`config.mk`:
```
export PLATFORM = sky130hd
export DESIGN_NAME = uart_tx_fifo
export DESIGN_NICKNAME = d
export VERILOG_FILES = /design/src/rtl/uart_pkg.sv /design/src/rtl/uart_sync_fifo.sv /design/src/rtl/uart_tx_fifo.sv
export SDC_FILE = /design/constraint.sdc
export NUM_CORES = 1
export LEC_CHECK = 0
export BUFFER_PORTS_ARGS = -buffer_cell sky130_fd_sc_hd__buf_2
export CAP_MARGIN = 20
export CELL_PAD_IN_SITES_DETAIL_PLACEMENT = 2
export CELL_PAD_IN_SITES_GLOBAL_PLACEMENT = 2
export CORE_AREA = 2 2 102 104
export DETAILED_ROUTE_END_ITERATION = 16
export DIE_AREA = 0 0 104 106
export GPL_ROUTABILITY_DRIVEN = 0
export PLACE_DENSITY_LB_ADDON = 0.1
export SYNTH_ARGS = -nofsm -noshare
export SYNTH_HDL_FRONTEND = slang
export SYNTH_SLANG_ARGS = --single-unit
```
`constraint.sdc`:
```
create_clock -name clk -period 2.9 [get_ports clk]
set_input_delay 0.435 -clock clk [delete_from_list [all_inputs] [get_ports clk]]
set_output_delay 0.435 -clock clk [all_outputs]
set_load 0.02 [all_outputs]
```
`src/rtl/uart_pkg.sv`:
```
// Shared UART definitions: serializer FSM states and frame geometry.
package uart_pkg;

    typedef enum logic [1:0] {
        IDLE  = 2'd0,
        START = 2'd1,
        DATA  = 2'd2,
        STOP  = 2'd3
    } uart_state_t;

    localparam int UART_FRAME_BITS   = 10;
    localparam int UART_DATA_BITS    = 8;
    localparam int UART_CLKS_PER_BIT = 434;

endpackage

```
`src/rtl/uart_sync_fifo.sv`:
```
// Single-clock first-word-fall-through FIFO with occupancy count.
module uart_sync_fifo #(
    parameter int WIDTH = 8,
    parameter int DEPTH = 8
) (
    input  logic                   clk,
    input  logic                   reset,
    input  logic                   push,
    input  logic                   pop,
    input  logic [WIDTH-1:0]       wdata,
    output logic [WIDTH-1:0]       rdata,
    output logic [$clog2(DEPTH):0] level,
    output logic                   full,
    output logic                   empty
);
    localparam int AW = $clog2(DEPTH);

    logic [WIDTH-1:0] mem [DEPTH];
    logic [AW-1:0]    wr_ptr;
    logic [AW-1:0]    rd_ptr;
    logic             do_push;
    logic             do_pop;

    // Full/empty come from the registered count, so a push at full is refused
    // even if a pop happens on the same edge.
    assign do_push = push && !full;
    assign do_pop  = pop && !empty;

    always_ff @(posedge clk or negedge reset) begin
        if (!reset) begin
            wr_ptr <= '0;
            rd_ptr <= '0;
            level  <= '0;
        end else begin
            if (do_push) wr_ptr <= wr_ptr + AW'(1);
            if (do_pop)  rd_ptr <= rd_ptr + AW'(1);
            case ({do_push, do_pop})
                2'b10:   level <= level + (AW+1)'(1);
                2'b01:   level <= level - (AW+1)'(1);
                default: level <= level;
            endcase
        end
    end

    always_ff @(posedge clk) begin
        if (do_push) mem[wr_ptr] <= wdata;
    end

    assign rdata = mem[rd_ptr];
    assign full  = (level == (AW+1)'(DEPTH));
    assign empty = (level == '0);

endmodule

```
`src/rtl/uart_tx_fifo.sv`:
```
// Buffered 8N1 UART transmitter: write port -> FIFO -> serializer with baud divider.
module uart_tx_fifo
    import uart_pkg::*;
#(
    parameter int CELL_DEPTH   = 8,
    parameter int CLKS_PER_BIT = UART_CLKS_PER_BIT
) (
    input  logic                        clk,
    input  logic                        reset,
    input  logic [7:0]                  din,
    input  logic                        wr_en,
    output logic                        tx_busy,
    output logic [$clog2(CELL_DEPTH):0] level,
    output logic                        idle,
    output logic                        tx
);
    localparam int BW = $clog2(CLKS_PER_BIT);
    localparam logic [BW-1:0] BAUD_LAST = BW'(CLKS_PER_BIT - 1);
    localparam logic [2:0]    BIT_LAST  = 3'(UART_DATA_BITS - 1);

    uart_state_t state, state_d;
    logic [BW-1:0] baud_cnt, baud_d;
    logic [2:0]    bit_idx, bit_d;
    logic [7:0]    shreg, shreg_d;
    logic          tx_d;
    logic          pop;
    logic          baud_last;
    logic          bit_last;
    logic [7:0]    fifo_rdata;
    logic          fifo_empty;

    uart_sync_fifo #(
        .WIDTH (8),
        .DEPTH (CELL_DEPTH)
    ) u_fifo (
        .clk   (clk),
        .reset (reset),
        .push  (wr_en),
        .pop   (pop),
        .wdata (din),
        .rdata (fifo_rdata),
        .level (level),
        .full  (tx_busy),
        .empty (fifo_empty)
    );

    assign baud_last = (baud_cnt == BAUD_LAST);
    assign bit_last  = (bit_idx == BIT_LAST);

    always_ff @(posedge clk or negedge reset) begin
        if (!reset) begin
            state    <= IDLE;
            baud_cnt <= '0;
            bit_idx  <= '0;
            tx       <= 1'b1;
        end else begin
            state    <= state_d;
            baud_cnt <= baud_d;
            bit_idx  <= bit_d;
            tx       <= tx_d;
        end
    end

    always_ff @(posedge clk) begin
        shreg <= shreg_d;
    end

    always_comb begin
        state_d = state;
        case (state)
            IDLE:    if (!fifo_empty) state_d = START;
            START:   if (baud_last) state_d = DATA;
            DATA:    if (baud_last && bit_last) state_d = STOP;
            STOP:    if (baud_last) state_d = fifo_empty ? IDLE : START;
            default: state_d = IDLE;
        endcase
    end

    // tx is registered from the next state so the start bit appears on the pop edge.
    always_comb begin
        pop     = !fifo_empty && ((state == IDLE) || ((state == STOP) && baud_last));
        baud_d  = (state == IDLE || baud_last || state_d != state) ? '0 : baud_cnt + BW'(1);
        bit_d   = (state_d != DATA) ? '0 :
                  ((state == DATA && baud_last) ? bit_idx + 3'd1 : bit_idx);
        shreg_d = pop ? fifo_rdata :
                  ((state == DATA && baud_last) ? {1'b0, shreg[7:1]} : shreg);
        case (state_d)
            START:   tx_d = 1'b0;
            DATA:    tx_d = shreg_d[0];
            default: tx_d = 1'b1;
        endcase
    end

    assign idle = fifo_empty && (state == IDLE);

endmodule

```
Word-level counts from Yosys, hierarchy flattened. Memories as Yosys holds them, arrays and structs flattened. Index checks and enable logic that the tools add are counted.

Input port bits: 11. Word-level logic and storage cells: 60. Register bits after elaboration: 33. Memories: 1. Bits in writable memories: 64.

Memory list: u_fifo.mem (words 8, width 8, read ports 1, clocked after Yosys merged registers in 0, write ports 1, RTL line uart_sync_fifo.sv:18) `logic [WIDTH-1:0] mem [DEPTH];`.

Equality and inequality tests: 12. Reductions and logical operators: 17. Mux-type cells: 15. Add/subtract/negate cells: 6.

Operator list (number): $mux W8 (2); $add A3 B1 Y3 const B (3); $add A9 B1 Y9 const B (1); $eq A9 B9 Y1 const B (1); $mux W9 (1); $eq A2 B2 Y1 const B (4); $mux W2 (4); $pmux W2 S4 (1); $pmux W4 S2 (1); $logic_and A1 B1 Y1 (7); $eq A2 B1 Y1 const B (3); $mux W3 (2); $reduce_bool A2 Y1 (3); $add A4 B1 Y4 const B (1); $eq A4 B4 Y1 const B (1); $logic_not A4 Y1 (1); $sub A4 B1 Y4 const B (1); $eq A3 B3 Y1 const B (1); $logic_or A1 B1 Y1 (3); $mux W1 (3); $logic_not A1 Y1 (2); $logic_not A2 Y1 (1); $ne A2 B2 Y1 (1); $ne A2 B2 Y1 const B (1); $pmux W1 S2 (1).

Logic depth before layout (Yosys ltp).
Depth after elaboration: 7. Depth in mapped cells: 11.

Hierarchy. A second synthesis with hierarchy kept.

Cells, all modules: 294. Area total of the unflattened synthesis: 4495.6 um^2.

Modules (own cells, without submodules): uart_sync_fifo (instances 1, area each 3134.3 um^2, cells an instance 160); uart_tx_fifo (instances 1, area each 1361.3 um^2, cells an instance 134).

Least setup slack after synthesis. Ideal clock, no wire load.

Path type: flip-flop to flip-flop. From: register u_fifo.level[0]. To: register u_fifo.level[3]. Path slack: 318 ps. Cell stages (with the launch flop): 10. Path buffers: 1. Arrival time: 2501 ps. Cells stage by stage: dfrtp_1 > or4_1 > buf_2 > o21a_4 > ha_1 > ha_1 > a21o_1 > a21oi_1 > mux2i_1 > xnor2_1.

Longest elaborated chain between the ends: 6. Elaborated cells between the ends (all ways): 13. Those cells by class: 2 x add/sub; 3 x eq/ne; 1 x mux; 7 x reduce/logical.

Ends and longest elaborated chain: start: declaration (RTL line uart_sync_fifo.sv:12) `output logic [$clog2(DEPTH):0] level,`; start signal: assignment (RTL line uart_sync_fifo.sv:38) `2'b10: level <= level + (AW+1)'(1);`; start signal: assignment (RTL line uart_sync_fifo.sv:39) `2'b01: level <= level - (AW+1)'(1);`; start signal: assignment (RTL line uart_sync_fifo.sv:40) `default: level <= level;`; $logic_not A4 Y1 * (RTL line uart_sync_fifo.sv:51) `assign empty = (level == '0);`; $logic_not A1 Y1 * (RTL line uart_sync_fifo.sv:27, uart_tx_fifo.sv:81); $logic_and A1 B1 Y1 (RTL line uart_tx_fifo.sv:81) `pop = !fifo_empty && ((state == IDLE) || ((state == STOP) && baud_last));`; $logic_and A1 B1 Y1 * (RTL line uart_sync_fifo.sv:27) `assign do_pop = pop && !empty;`; net u_fifo.do_pop (RTL line uart_sync_fifo.sv:22) `logic do_pop;`; $eq A2 B1 Y1 or $eq A2 B2 Y1 (tied branches) (RTL line uart_sync_fifo.sv:37) `case ({do_push, do_pop})`; $pmux W4 S2 or $reduce_bool A2 Y1 (tied branches).

The timed path passes the listed nets; every way through them passes the cells marked *. A chain may end at the register's enable or synchronous reset.

Final worst setup path. Ends and elaborated chain as after synthesis.

==> summary.txt <==
Outcome
  • Outcome: finished clean

Global route
  • Global-route wire length before repair: 16.5 mm
  • Pin count of the biggest net entering global routing: 31
  • Overflow after GRT: 0
  • Via count of the first global-routing pass: 2803
  • Antenna violations before repair: 0
  • Total Routing Usage GR: 0.202

Floorplanning
  • Die Outline Area: 0.0110 mm2
  • Die height: 106 um
  • Initial core utilization: 0.425
  • Die W: 104 um
  • IO Pins: 18
  • Area inside the core boundary: 0.0100 mm2
  • Number of cell rows: 37

Clock tree
  • Num CTS Buffers: 9
  • # hold bufs at CTS: 0
  • Max Root-Sink Buffers: 2
  • Buffer cell driving the clock tree root: sky130_fd_sc_hd__clkbuf_8
  • Total number of H-tree levels: 3
  • Post-cts resize count: 0
  • Clk Latency, worst-skew pair: 0.37 ns
  • Clock-pin slew on the worst setup and hold paths: 0.09 ns
  • Post-CTS setup buffer count: 0
  • CTS tree: done
  • Clock net sink count: 97

Drt
  • Final wirelength: 10.1 mm
  • Total via count in the routed design: 2550
  • Ratio of routed vias to standard cells: 5.44
  • DRC marker count from the first detailed-route iteration: 121
  • Remaining design rule violation count: 0
  • Number of nets with antenna violations after routing: 0
  • Final routed wire length divided by cell count: 21.5 um
  • Drt pass-1 iters: 4

STA
  • Setup_tns: 0 ns
  • RSZ-0062 raised after global routing: false
  • Count of pins over their slew limit: 0
  • Maximum frequency from static timing analysis: 0.386 GHz
  • Period Utilization, post-route: 0.894
  • Final setup margin: 0.308 ns
  • Final setup violation count: 0
  • Shortest clock period the worst path allows after layout: 2.59 ns
  • Worst Tran Pin Value: 0.733 ns
  • Hold violation count in the final report: 0
  • Clk_skew: 0.00685 ns
  • Worst slew margin relative to its limit: 0.507

Critical path
  • Most used cell along the critical path: sky130_fd_sc_hd__ha_1
  • Reg-to-reg critical path endpoint: u_fifo.level[3]
  • Count of cells along the worst register-to-register path: 8
  • Worst path arrival time: 2.89 ns
  • Largest stage delay on the critical path: 0.59 ns
  • WS Path Type: register to register
  • Required @ worst endpoint: 3.19 ns
  • Series of cell instances along the critical path: or4_1, o21a_4, ha_1, ha_1, a21o_1, a21oi_1, mux2i_1, xnor2_1
  • Kind of end point of the critical path: register
  • CP top delay family: simple AND/OR/NAND/NOR gates
  • Register-to-register setup slack: 0.31 ns
  • Startpoint of the most critical register-to-register path: u_fifo.level[0]
  • CP Launch Type: register
  • Buf+Inv Stages, Crit Path: 0
  • CP max-delay cell: sky130_fd_sc_hd__or4_1
  • Largest fanout on the critical path: 7

Logic synthesis
  • Ys async rst share: 0.258
  • Post-synth design cell area: 0.00425 mm2
  • Share of the yosys chip area belonging to registers: 0.653
  • Mapped Avg Cell Area: 14.4 um2
  • Syn Nets: 317
  • Number of synthesized register bits: 97
  • Cell variety after synth: 51
  • Number of enable-type register cells in the synthesized netlist: 71
  • Gate count after technology mapping: 296
  • Synth warnings: 0
  • Top FF cell, synth: sky130_fd_sc_hd__edfxtp_1

Final layout
  • Filler cell count in the final layout: 993
  • Ant. Diodes: 0
  • Final non-filler cell area: 0.00475 mm2
  • Final Non-Filler Cells: 469
  • Flip-flop and latch area: 0.00278 mm2
  • Final-stage net count: 349
  • P&R area growth vs syn: 11.6%
  • Area used by multi-input combinational logic: 0.00138 mm2
  • Proportion of layout cells with a drive suffix above 1: 0.195

Place
  • Buffers on Ports: 17
  • Worst-case setup slack after placement: 0.240 ns
  • DP HPWL: 7.00 mm
  • Cell area after placement: 0.00458 mm2
  • Cell Count Post-Placement: 453

Power
  • Total power density per cell area: 848 mW/mm2
  • Static leakage: 0.00178 uW
  • Design Power: 4030 uW
  • Max rail drop VDD: 417 uV

Min path
  • Hold/Removal Path Class: input port to asynchronous set/reset pin

Flow run
  • Number of violations of the max-capacitance limit: 0
## cell families after synthesis
kind of cell,after synthesis,share of synthesized area
simple gates,77,0.0921
fa+ha+maj,10,0.0312
xor+xnor,15,0.0309
compound gates,40,0.0741
buf+inv,22,0.0229
mux,35,0.0956
flops,97,0.653
## power breakdown
| part | switching [uW] | internal, uW | leakage (uW) |
|---|---|---|---|
| registers | 235 | 1760 | 0.000963 |
| clock network | 473 | 315 | 0.0000883 |
| logic | 712 | 531 | 0.000733 |
| total | 1420 | 2610 | 0.00178 |
## stage by stage
stage | hold WS (ns) | utilization
6_report | 0.0663 | 0.475
5_1_grt | 0.0973 | 0.475
4_1_cts | 0.0771 | 0.475
3_5_place_dp | 0.485 | 0.458
3_3_place_gp | 0.483 | 0.458
2_1_floorplan | 0.139 | -
## cell usage in the layout, fill, tap and decap left out, drive strengths merged, types with 6 or more instances in the layout
cell type,n
edfxtp,71
buf,33
mux2i,29
nor2,26
dfrtp,24
nand2,14
xnor2,11
inv,11
clkbuf,10
nor3,9
nand3,9
ha,9
o211ai,7
a221oi,7
a22oi,6
## state kept, by name, indices dropped and copies added, names as in the netlist
name           count
u_fifo.level       4
shreg              8
baud_cnt           9
tx                 1
u_fifo.rd_ptr      3
u_fifo.wr_ptr      3
state              2
bit_idx            3
u_fifo.mem        64
## Yosys cell counts (2+ instances only)
| library cell | number | area, um2 |
|---|---|---|
| sky130_fd_sc_hd__buf_4 | 2 | 15.0 |
| sky130_fd_sc_hd__edfxtp_1 | 71 | 2130 |
| sky130_fd_sc_hd__ha_1 | 9 | 113 |
| sky130_fd_sc_hd__nor2b_1 | 3 | 18.8 |
| sky130_fd_sc_hd__nor4_2 | 3 | 37.5 |
| sky130_fd_sc_hd__buf_2 | 5 | 25.0 |
| sky130_fd_sc_hd__nand2_1 | 14 | 52.6 |
| sky130_fd_sc_hd__or2_2 | 2 | 12.5 |
| sky130_fd_sc_hd__xnor2_1 | 11 | 96.3 |
| sky130_fd_sc_hd__mux2i_1 | 29 | 290 |
| sky130_fd_sc_hd__dfrtp_1 | 24 | 601 |
| sky130_fd_sc_hd__a211oi_1 | 2 | 15.0 |
| sky130_fd_sc_hd__nor2_1 | 25 | 93.8 |
| sky130_fd_sc_hd__clkbuf_1 | 3 | 11.3 |
| sky130_fd_sc_hd__a221oi_1 | 6 | 52.6 |
| sky130_fd_sc_hd__a22oi_1 | 6 | 45.0 |
| sky130_fd_sc_hd__o2bb2ai_1 | 3 | 26.3 |
| sky130_fd_sc_hd__o211ai_1 | 7 | 52.6 |
| sky130_fd_sc_hd__a21oi_1 | 4 | 20.0 |
| sky130_fd_sc_hd__mux4_2 | 4 | 90.1 |
| sky130_fd_sc_hd__xor2_1 | 4 | 35.0 |
| sky130_fd_sc_hd__inv_1 | 10 | 37.5 |
| sky130_fd_sc_hd__nor4_1 | 2 | 12.5 |
| sky130_fd_sc_hd__nor3_1 | 9 | 45.0 |
| sky130_fd_sc_hd__o21ai_0 | 2 | 10.0 |
| sky130_fd_sc_hd__a21o_1 | 2 | 15.0 |
| sky130_fd_sc_hd__nand3_1 | 9 | 45.0 |
| sky130_fd_sc_hd__nand2b_1 | 2 | 12.5 |
## worst max path at each step
stage / to / from / slack, ns / depth (start not counted)
after floorplan: u_fifo.level[3] / u_fifo.level[0] / 0.32 / 9
after global placement: u_fifo.level[3] / u_fifo.level[0] / 0.39 / 8
after detailed placement: u_fifo.level[3] / state[0] / 0.24 / 9
after CTS: u_fifo.level[3] / state[0] / 0.21 / 9
after global routing: u_fifo.level[3] / baud_cnt[1] / 0.04 / 11
final: u_fifo.level[3] / u_fifo.level[0] / 0.31 / 8
## worst register-to-register path, stage by stage, from the launching register on
cell                      delay, ns
sky130_fd_sc_hd__dfrtp_1       0.48
sky130_fd_sc_hd__or4_1         0.59
sky130_fd_sc_hd__o21a_4        0.18
sky130_fd_sc_hd__ha_1          0.26
sky130_fd_sc_hd__ha_1          0.30
sky130_fd_sc_hd__a21o_1        0.18
sky130_fd_sc_hd__a21oi_1       0.17
sky130_fd_sc_hd__mux2i_1       0.23
sky130_fd_sc_hd__xnor2_1       0.14
## routing by layer
metal / track usage / share of wire / wire [um] / vias up
met5: 0 / 0 / 0 / -
met4: 0.0695 / 0.015 / 147 / 0
met3: 0.0356 / 0.038 / 386 / 10
met2: 0.334 / 0.50 / 5050 / 61
met1: 0.273 / 0.45 / 4520 / 1303
li1: - / - / - / 1176
## cell type report
cell class,count,share of cell area
Clock buffer,10,0.0269
Timing Repair Buffer,33,0.0432
Clock inverter,6,0.00922
Multi-Input combinational cell,177,0.291
Tap cell,136,0.0358
Inverter,10,0.00791
Sequential cell,97,0.586
No activity file was read; power rests on OpenSTA's default activity.
